===== config.mk =====
export PLATFORM = sky130hd
export DESIGN_NAME = dropout_mask_sequencer
export DESIGN_NICKNAME = d
export VERILOG_FILES = /design/src/rtl/dropout_pkg.sv /design/src/rtl/dropout_lfsr32.sv /design/src/rtl/dropout_mask_sequencer.sv
export SDC_FILE = /design/constraint.sdc
export NUM_CORES = 1
export LEC_CHECK = 0
export ABC_AREA = 1
export CELL_PAD_IN_SITES_DETAIL_PLACEMENT = 1
export CELL_PAD_IN_SITES_GLOBAL_PLACEMENT = 2
export CORE_AREA = 2 2 137 272
export CTS_BUF_LIST = sky130_fd_sc_hd__clkbuf_4 sky130_fd_sc_hd__clkbuf_8
export DETAILED_ROUTE_END_ITERATION = 7
export DIE_AREA = 0 0 139 274
export DONT_BUFFER_PORTS = 1
export HOLD_SLACK_MARGIN = 0.06
export PLACE_DENSITY = 0.88
export RECOVER_POWER = 100
export SLEW_MARGIN = 10
export SYNTH_ARGS = -nofsm -noshare
export SYNTH_HDL_FRONTEND = slang
export SYNTH_SLANG_ARGS = --single-unit
export TNS_END_PERCENT = 20

===== constraint.sdc =====
create_clock -name clk -period 6.1 [get_ports clk]
set_input_delay 1.525 -clock clk [delete_from_list [all_inputs] [get_ports clk]]
set_output_delay 1.525 -clock clk [all_outputs]
set_load 0.01 [all_outputs]

===== src/rtl/dropout_pkg.sv =====
// Shared definitions for the dropout mask sequencer.
// Contents:
//   state_t          - layer controller states (IDLE, RUN, DRAIN)
//   LFSR_TAPS        - Galois feedback mask for x^32+x^22+x^2+x+1
//   DEFAULT_SEED     - base seed used out of reset
//   LANE_SEED_STRIDE - golden-ratio stride that decorrelates the lane seeds
//   ZERO_SEED_SUB    - substitute for a lane seed that would be all-zero
//   lane_seed()      - per-lane seed derivation
//   lfsr_next()      - one right-shift Galois step
package dropout_pkg;

  typedef enum logic [1:0] {
    IDLE  = 2'd0,
    RUN   = 2'd1,
    DRAIN = 2'd2
  } state_t;

  localparam logic [31:0] LFSR_TAPS        = 32'h8020_0003;
  localparam logic [31:0] DEFAULT_SEED     = 32'hACE1_2B3D;
  localparam logic [31:0] LANE_SEED_STRIDE = 32'h9E37_79B9;
  localparam logic [31:0] ZERO_SEED_SUB    = 32'h0000_0001;

  // An all-zero state would lock the LFSR, so it is never allowed as a seed.
  function automatic logic [31:0] lane_seed(input logic [31:0] base, input int unsigned lane);
    logic [31:0] s;
    s = base ^ (LANE_SEED_STRIDE * lane);
    return (s == 32'h0) ? ZERO_SEED_SUB : s;
  endfunction

  function automatic logic [31:0] lfsr_next(input logic [31:0] v);
    return (v >> 1) ^ (v[0] ? LFSR_TAPS : 32'h0);
  endfunction

endpackage


===== src/rtl/dropout_lfsr32.sv =====
// One 32-bit Galois LFSR lane for the dropout mask generator.
// Ports:
//   clk   - rising-edge clock
//   reset - synchronous active-high reset; loads seed
//   load  - load seed into the state
//   seed  - value loaded on reset or load
//   step  - advance one Galois step
//   value - current LFSR state
module dropout_lfsr32
  import dropout_pkg::*;
(
  input  logic        clk,
  input  logic        reset,
  input  logic        load,
  input  logic [31:0] seed,
  input  logic        step,
  output logic [31:0] value
);

  always_ff @(posedge clk) begin
    if (reset || load) begin
      value <= seed;
    end else if (step) begin
      value <= lfsr_next(value);
    end
  end

endmodule


===== src/rtl/dropout_mask_sequencer.sv =====
// Layer-level training-time dropout controller. Streams one layer of
// LANES-wide beats, masks each element against per-lane LFSR randoms and a
// 32-bit threshold, zeroes dropped elements and counts drops.
// Ports:
//   clk, reset                      - clock, synchronous active-high reset
//   cfg_we, cfg_thresh, cfg_seed,
//   cfg_len                         - configuration load (IDLE only)
//   start, train_mode               - begin a layer (IDLE only), mask enable
//   in_valid, in_ready, in_data     - input beat stream
//   out_valid, out_ready, out_data,
//   out_mask                        - output beat stream, 1 = kept lane
//   busy                            - controller not idle
//   layer_done                      - one-cycle completion pulse
//   drop_count                      - saturating dropped-element count
module dropout_mask_sequencer
  import dropout_pkg::*;
#(
  parameter int          WIDTH = 8,
  parameter int          LANES = 4,
  parameter int          LEN_W = 16,
  parameter logic [31:0] SEED  = DEFAULT_SEED
) (
  input  logic                   clk,
  input  logic                   reset,
  input  logic                   cfg_we,
  input  logic [31:0]            cfg_thresh,
  input  logic [31:0]            cfg_seed,
  input  logic [LEN_W-1:0]       cfg_len,
  input  logic                   start,
  input  logic                   train_mode,
  input  logic                   in_valid,
  output logic                   in_ready,
  input  logic [LANES*WIDTH-1:0] in_data,
  output logic                   out_valid,
  input  logic                   out_ready,
  output logic [LANES*WIDTH-1:0] out_data,
  output logic [LANES-1:0]       out_mask,
  output logic                   busy,
  output logic                   layer_done,
  output logic [LEN_W+2:0]       drop_count
);

  localparam int CNT_W = $clog2(LANES + 1);

  state_t                 state;
  logic [31:0]            thresh;
  logic [LEN_W-1:0]       len;
  logic [LEN_W-1:0]       beat_cnt;
  logic                   train;

  logic                   vld_p1;
  logic [LANES*WIDTH-1:0] data_p1;
  logic [LANES-1:0]       mask_p1;
  logic                   done_p1;
  logic [LEN_W+2:0]       drops_p1;

  logic                   cfg_ok;
  logic                   accept;
  logic [31:0]            seed_src;
  logic [LEN_W-1:0]       eff_len;
  logic [31:0]            lfsr_val [LANES];
  logic [LANES-1:0]       lane_mask;
  logic [LANES*WIDTH-1:0] masked;
  logic [CNT_W-1:0]       drop_n;

  function automatic logic [LEN_W+2:0] sat_add(input logic [LEN_W+2:0] acc,
                                               input logic [CNT_W-1:0] n);
    logic [LEN_W+3:0] sum;
    sum = {1'b0, acc} + (LEN_W+4)'(n);
    return sum[LEN_W+3] ? '1 : sum[LEN_W+2:0];
  endfunction

  assign cfg_ok   = cfg_we && (state == IDLE);
  assign in_ready = (state == RUN) && (!vld_p1 || out_ready);
  assign accept   = in_valid && in_ready;
  // A config write in the start cycle takes effect for that layer.
  assign eff_len  = cfg_ok ? cfg_len : len;
  // Reset reloads the lanes from the default seed, not from the live input.
  assign seed_src = reset ? SEED : cfg_seed;

  for (genvar i = 0; i < LANES; i++) begin : g_lane
    dropout_lfsr32 u_lfsr (
      .clk   (clk),
      .reset (reset),
      .load  (cfg_ok),
      .seed  (lane_seed(seed_src, i)),
      .step  (accept && train),
      .value (lfsr_val[i])
    );
  end

  always_comb begin
    lane_mask = '1;
    masked    = '0;
    drop_n    = '0;
    for (int i = 0; i < LANES; i++) begin
      lane_mask[i] = !(train && (lfsr_val[i] < thresh));
      masked[i*WIDTH +: WIDTH] = lane_mask[i] ? in_data[i*WIDTH +: WIDTH] : '0;
      drop_n = drop_n + CNT_W'(!lane_mask[i]);
    end
  end

  // ---- stage p1: registered output beat, control FSM, statistics ----
  always_ff @(posedge clk) begin
    if (reset) begin
      state    <= IDLE;
      thresh   <= '0;
      len      <= '0;
      beat_cnt <= '0;
      train    <= 1'b0;
      vld_p1   <= 1'b0;
      data_p1  <= '0;
      mask_p1  <= '0;
      done_p1  <= 1'b0;
      drops_p1 <= '0;
    end else begin
      done_p1 <= 1'b0;
      if (vld_p1 && out_ready) begin
        vld_p1 <= 1'b0;
      end
      if (accept) begin
        vld_p1   <= 1'b1;
        data_p1  <= masked;
        mask_p1  <= lane_mask;
        drops_p1 <= sat_add(drops_p1, drop_n);
        beat_cnt <= beat_cnt + 1'b1;
      end
      case (state)
        IDLE: begin
          if (cfg_ok) begin
            thresh <= cfg_thresh;
            len    <= cfg_len;
          end
          if (start) begin
            if (eff_len != '0) begin
              state    <= RUN;
              beat_cnt <= '0;
              drops_p1 <= '0;
              train    <= train_mode;
            end else begin
              done_p1 <= 1'b1;
            end
          end
        end
        RUN: begin
          if (accept && (beat_cnt == len - 1'b1)) begin
            state <= DRAIN;
          end
        end
        DRAIN: begin
          if (vld_p1 && out_ready) begin
            state   <= IDLE;
            done_p1 <= 1'b1;
          end
        end
        default: state <= IDLE;
      endcase
    end
  end

  assign out_valid  = vld_p1;
  assign out_data   = data_p1;
  assign out_mask   = mask_p1;
  assign busy       = (state != IDLE);
  assign layer_done = done_p1;
  assign drop_count = drops_p1;

endmodule

==> out/metrics.cfg, run 1 <==
[outcome]
status=finished with violations
violations=capacitance limit, slew limit

[timing]
fmax_mhz=199
setup_viol=0
worst_pin_slew_ns=2.25
slew_headroom_pct=-50.3
finalHoldViolCount=0
fin_crit_sh_pct=82.6
rsz0062_at_grt=false
slew_violations=195
fin_ws_ns=1.06
skew_ns=0.0519
period_minus_slack_ns=5.04
final.setup.tns_ns=0

[critical_path]
cp.depth=6
path_buf_inv=3
path_class=input pin to flop
rr_worst_depth=7
required_ns=6.30
cpMaxStageDelayCell=nand2_2
path_delay_family=buffers and inverters
cp-end-kind=flop
path_cells=nand2_1, inv_1, nor2_1, buf_4, nand2_2, buf_4
worstPathMaxFanout=62
worstPathArrival_ns=5.23
cp_common_cell=buf_4
critPathLaunchType=input pin
critical-path-max-stage-delay_ns=1.13

[routing]
via_per_inst=5.30
dr_total_vias=11800
postRouteAntennaNets=0
drc=0
first_pass_iters=5
routed_wl_um=42000
drt_iter0_markers=503
post_drt_wl_per_cell_um=18.9

[layout]
nets=1986
layoutNonFillerInstCount=2222
finish.utilization_pct=42.5
syn_to_final_growth_pct=8.13
layout-drive-gt1-share_pct=6.62

[placement]
dpl.hpwl_um=31400
dp_slack_ns=1.75
dp.cells=2148
port_buffers=0
gp_congestion=0.830

[clock_tree]
hold_buffers=0
cts_tree=done
cts_buffer_depth=3
root_buffer=clkbuf_8
path_clk_slew_ns=0.06
ctsResizeCount=0
htreeDepth=2
post_cts_buffers=0
insertion_delay_ns=0.61
numCtsBuffers=41
clock_sinks=252

[power]
powerDensity_nw_per_um2=307
p_int_mw=3.21
pwr-share-clk_pct=33.3
combPwrFrac_pct=21.5
switchingPower_mw=1.51
swShare_pct=32.0
pwr-share-seq_pct=45.2
peakVddDrop_mv=0.179
p_leak_nw=6.49

[synth]
synth_warnings=0
synth_area_sq_um=14200
synthFlopType=edfxtp_1
synth_top_cell_by_area=edfxtp_1
ys_types=43
async_reset_ff_share_pct=0
ys_seq_elements=252
yosysMostFrequentCell=nand2_1
synth_seq_area_share_pct=44.5
postSynthAreaPerCell_sq_um=8.17
synth_common_cells=513 x nand2_1, 150 x a21oi_1, 141 x inv_1
synth.top_cell.area_share_pct=27.0
synth-edff-count=128
ys_top_cells_by_area=edfxtp_1 27%, dfxtp_1 17%, nand2_1 14%
synth_cells=1741
synth.net_count=1990

[floorplanning]
fp.dieH_um=274
die_w_um=139
rows=99
ios=178
start_util_pct=39.3
core-area_sq_um=36200
dieArea_sq_um=38100

[worst_hold_path]
hp-class=flop to flop
min_path_cells=2

[global_route]
grt_antenna_before_repair=1
grt_max_degree=84
grt_pass1_wl_um=66700
gr-total-overflow=0
grt_util_all_layers_pct=21.9
grt_pass1_vias=12200

[job]
maxCapViolCount=4

-- stage by stage --
| stage | power, mW | area (sq um) | hold slack [ns] |
|---|---|---|---|
| 6_report | 4.73 | 15400 | 0.508 |
| 5_1_grt | 5.02 | 15400 | 0.528 |
| 4_1_cts | 4.80 | 15500 | 0.512 |
| 3_5_place_dp | 3.20 | 14600 | 0.502 |
| 3_3_place_gp | 3.16 | 14600 | 0.499 |
| 2_1_floorplan | 2.89 | 14200 | 0.469 |
-- per-layer routing --
| metal | track usage (%) | vias up | part of all wire [%] | wire [um] |
|---|---|---|---|---|
| met5 | 0 | - | 0 | 0 |
| met4 | 8.24 | 0 | 3.5 | 1490 |
| met3 | 3.62 | 78 | 4.8 | 2010 |
| met2 | 37.1 | 266 | 48 | 20000 |
| met1 | 28.2 | 5596 | 44 | 18600 |
| li1 | - | 5829 | - | - |
-- logic make-up (layout without fill, tap and decap cells) --
kind of cell | count (synthesis) | count (layout) | share of synthesized area (%)
flops | 252 | 252 | 44.5
simple gates | 835 | 835 | 25.1
compound gates | 283 | 283 | 10.7
fa+ha+maj | 130 | 130 | 11.6
other cells | 0 | 1 | 0
buf+inv | 200 | 226 | 5.60
xor+xnor | 41 | 41 | 2.52
-- worst min-delay path, delay by kind of cell (launching register included) --
kind,cells,cell delay (ns)
AOI/OAI and AO/OA,1,0.05
DFF,1,0.34
and+or+nand+nor,1,0.07
-- final timing paths --
check / slack [ns] / end / start
worst max-delay path: 1.06 / g_lane[2].u_lfsr.value[27] / cfg_we
worst min-delay path: 0.51 / out_data[13] / out_data[13]
worst max register to register: 1.12 / g_lane[2].u_lfsr.value[27] / state[0]
worst min register to register: 0.51 / out_data[13] / out_data[13]
-- sequential cells by signal, indices dropped and copies added, names as in the netlist --
signal	count
beat_cnt	16
drop_count	19
g_lane.u_lfsr.value	128
layer_done	1
len	16
out_data	32
out_mask	4
out_valid	1
state	2
thresh	32
train	1
-- area by class of cell --
cell class | instances | area, sq um
timing repair buffer | 10 | 67.6
fill | 4445 | 20800
sequential | 252 | 6330
inverter | 143 | 537
clock inverter | 9 | 66.3
tap | 454 | 568
multi-input combinational | 1289 | 7020
antenna | 1 | 2.50
clock buffer | 64 | 787
-- placed cells by master (no fill, tap or decap), types with 2 or more instances in the layout --
| cell type | synthesis | routed |
|---|---|---|
| a211oi_1 | 2 | 2 |
| a21o_1 | 2 | 2 |
| a21oi_1 | 150 | 157 |
| a21oi_2 | 14 | 7 |
| a31oi_1 | 2 | 2 |
| buf_4 | 1 | 8 |
| clkbuf_1 | 33 | 2 |
| clkbuf_4 | 0 | 15 |
| clkbuf_8 | 0 | 49 |
| clkinv_1 | 0 | 5 |
| clkinv_2 | 0 | 2 |
| dfxtp_1 | 124 | 124 |
| edfxtp_1 | 128 | 128 |
| fa_1 | 3 | 3 |
| ha_1 | 127 | 127 |
| inv_1 | 141 | 141 |
| inv_2 | 2 | 2 |
| nand2_1 | 513 | 514 |
| nand2_2 | 4 | 5 |
| nand3_1 | 84 | 85 |
| nand3b_1 | 3 | 3 |
| nand4_1 | 30 | 30 |
| nor2_1 | 127 | 130 |
| nor2_2 | 21 | 19 |
| nor2_4 | 3 | 2 |
| nor3_1 | 17 | 18 |
| nor3b_1 | 2 | 2 |
| nor4_1 | 19 | 19 |
| o211ai_1 | 3 | 3 |
| o21a_1 | 11 | 11 |
| o21ai_0 | 81 | 94 |
| o21ai_1 | 15 | 2 |
| or2_2 | 4 | 4 |
| xnor2_1 | 15 | 15 |
| xor2_1 | 26 | 26 |
-- power groups by stage --
stage | registers [mW] | logic, mW | clock network, mW
2_1_floorplan | 2.12 | 0.762 | 0
3_3_place_gp | 2.17 | 0.995 | 0
3_5_place_dp | 2.17 | 1.03 | 0
4_1_cts | 2.14 | 1.04 | 1.62
5_1_grt | 2.16 | 1.19 | 1.68
6_report | 2.14 | 1.01 | 1.57
Power figures use the tool's default switching activity.
==> run 2: changes to the inputs <==
CORE_AREA = 2 2 144 287   (was 2 2 137 272)
DIE_AREA = 0 0 146 289   (was 0 0 139 274)
PLACE_DENSITY = 0.84   (was 0.88)
clock period = 4.2 ns   (was 6.1 ns; I/O delays follow)
==> run 2 against run 1 <==
Effect of this change: the flow still finishes with violations (capacitance limit, slew limit); largest cell class unchanged; register-to-register slack worse by 0.93 ns; critical path depth up 16; critical endpoint is now drop_count[5]; critical path type is now flop to flop; via count up 3.2%; global-route usage up 0.33 points; largest power group unchanged; sequential cell count unchanged.
==> out/metrics.cfg, run 2 (synthesized netlist as in run 1, its figures left out) <==
[placement]
dp.cells=2233  ; +4.0%
dpl.hpwl_um=36100  ; +15%
dp_slack_ns=0.0798  ; -1.67 ns
port_buffers=0  ; unchanged
gp_congestion=0.842  ; +1.4%

[floorplanning]
core-area_sq_um=40100  ; +11%
ios=178  ; unchanged
die_w_um=146  ; +5.0%
dieArea_sq_um=42200  ; +11%
rows=104  ; +5.1%
start_util_pct=35.5  ; -3.8 points
fp.dieH_um=289  ; +5.5%

[critical_path]
path_class=flop to flop
r2r-start=thresh[11]
cp-end-kind=flop
worstPathMaxFanout=5  ; -92%
startpoint=thresh[11]
rr_worst_depth=22  ; +15
r2r_end=drop_count[5]
regToRegSetupSlack_ns=0.19  ; -0.93 ns
critPathLaunchType=flop
required_ns=4.64  ; -1.66 ns
worstPathArrival_ns=4.45  ; -0.78 ns

[outcome]
violations=capacitance limit, slew limit
status=finished with violations

[global_route]
grt_pass1_vias=13200  ; +8.3%
grt_max_degree=129  ; +54%
gr-total-overflow=0  ; unchanged
grt_util_all_layers_pct=22.3  ; +0.33 points
grt_antenna_before_repair=4  ; +3
grt_pass1_wl_um=72900  ; +9.4%

[routing]
drt_iter0_markers=527  ; +4.8%
routed_wl_um=47800  ; +14%
m1WireLength_um=16300  ; -12%
wl_met3_um=2430  ; +21%
drc=0  ; unchanged
post_drt_wl_per_cell_um=20.7  ; +9.3%
postRouteAntennaNets=0  ; unchanged
first_pass_iters=5  ; unchanged
route.met2.wl_um=26900  ; +35%
via_per_inst=5.25  ; -0.84%
topRoutingLayerUsed=met5
dr_total_vias=12100  ; +3.2%

[worst_hold_path]
holdCritStartpoint=out_data[0]
hp-class=flop to flop
holdPathEnd=out_data[0]
min_path_cells=2  ; unchanged

[layout]
top_register=g_lane.u_lfsr.value
nets=1999  ; +0.65%
largest_reg_flops=128  ; unchanged
syn_to_final_growth_pct=10.2
final_cell_mix=512 x nand2_1, 154 x a21oi_1, 141 x inv_1, 138 x nor2_1, 128 x edfxtp_1
layoutNonFillerInstCount=2312  ; +4.1%
final_common_cell=nand2_1
layout-drive-gt1-share_pct=7.36  ; +0.73 points

[timing]
fin_ws_ns=0.187  ; -0.876 ns
fin_crit_sh_pct=95.6
slew_violations=70  ; -64%
period_minus_slack_ns=4.01
skew_ns=0.0276  ; -0.0243 ns
setup_viol=0  ; unchanged
fmax_mhz=249
slew_headroom_pct=-12.7  ; +38 points
worst_pin_slew_ns=1.69  ; -0.565 ns
finalHoldViolCount=0  ; unchanged

[clock_tree]
path_clk_slew_ns=0.07  ; about the same
hold_buffers=0  ; unchanged
cts_tree=done
cts_buffer_depth=3  ; unchanged
insertion_delay_ns=0.58  ; -0.03 ns
numCtsBuffers=42  ; +2.4%
htreeDepth=2  ; unchanged
root_buffer=clkbuf_8
clock_sinks=252  ; unchanged

[power]
powerDensity_nw_per_um2=451  ; +47%
p_leak_nw=6.58  ; +1.5%
peakVddDrop_mv=0.256  ; +43%

[job]
maxCapViolCount=2  ; -2

run 2: changes by cell type in the layout (fill, tap and decap cells not counted), sizes merged:
cell | before | now
buf | 8 | 15
bufinv | 1 | 2
clkinv | 7 | 9
clkbuf | 66 | 70
run 2: cell type report:
type	instances	area, sq um
diodes	1	2.50
clock inverters	12	106
multi-input cells	1289	7090
well taps	530	663
flip-flops and latches	252	6330
repair buffers	22	160
inverters	143	539
clock buffers	63	786
fillers	4915	24400
run 2: worst max-delay path, cell delays in order (launching register included):
cell	delay, ns
dfxtp_1	0.31
inv_1	0.11
ha_1	0.33
nand2_1	0.12
nor4_4	0.35
nand2_1	0.10
nand2_1	0.09
nand2_1	0.06
nand3_1	0.11
inv_1	0.07
fa_1	0.47
inv_1	0.05
fa_1	0.38
inv_1	0.10
a21oi_1	0.07
nor2_1	0.18
buf_4	0.14
buf_4	0.11
nand2_1	0.06
nor2_1	0.10
a21oi_1	0.10
nor3_1	0.41
nor2_2	0.04
run 2: worst max path at each step:
stage | slack, ns | end
floorplan | 0.32 | g_lane[0].u_lfsr.value[0]
global placement | 0.14 | drop_count[16]
detailed placement | 0.08 | drop_count[16]
CTS | 0.07 | drop_count[2]
global route | -0.06 | drop_count[14]
finish | 0.19 | drop_count[5]
run 2: routing by layer:
metal | vias to the layer above | global-route usage (%)
met5 | - | 0
met4 | 6 | 10.1
met3 | 104 | 4.80
met2 | 269 | 44.9
met1 | 5907 | 21.1
li1 | 5857 | -
run 2: what timing repair did:
item,in CTS,in global routing
setup endpoints to repair,0,13
resized for setup,0,12
setup buffers,0,3
run 2: power by group:
part	internal (mW)	switching, mW	leakage, nW
Sequential	2.91	0.198	2.31
Clock	1.32	1.08	0.471
Combinational	0.524	1.04	3.80
Total	4.75	2.32	6.58
run 2: through the flow:
stage	total power, mW	util [%]	hold slack (ns)	setup TNS [ns]	area (sq um)
finish	7.07	39.1	0.519	0	15700
global route	7.49	39.1	0.538	-0.408	15700
CTS	7.18	39.2	0.508	0	15700
detailed placement	4.74	36.9	0.506	0	14800
global placement	4.67	36.9	0.500	0	14800
floorplan	4.19	-	0.469	0	14200
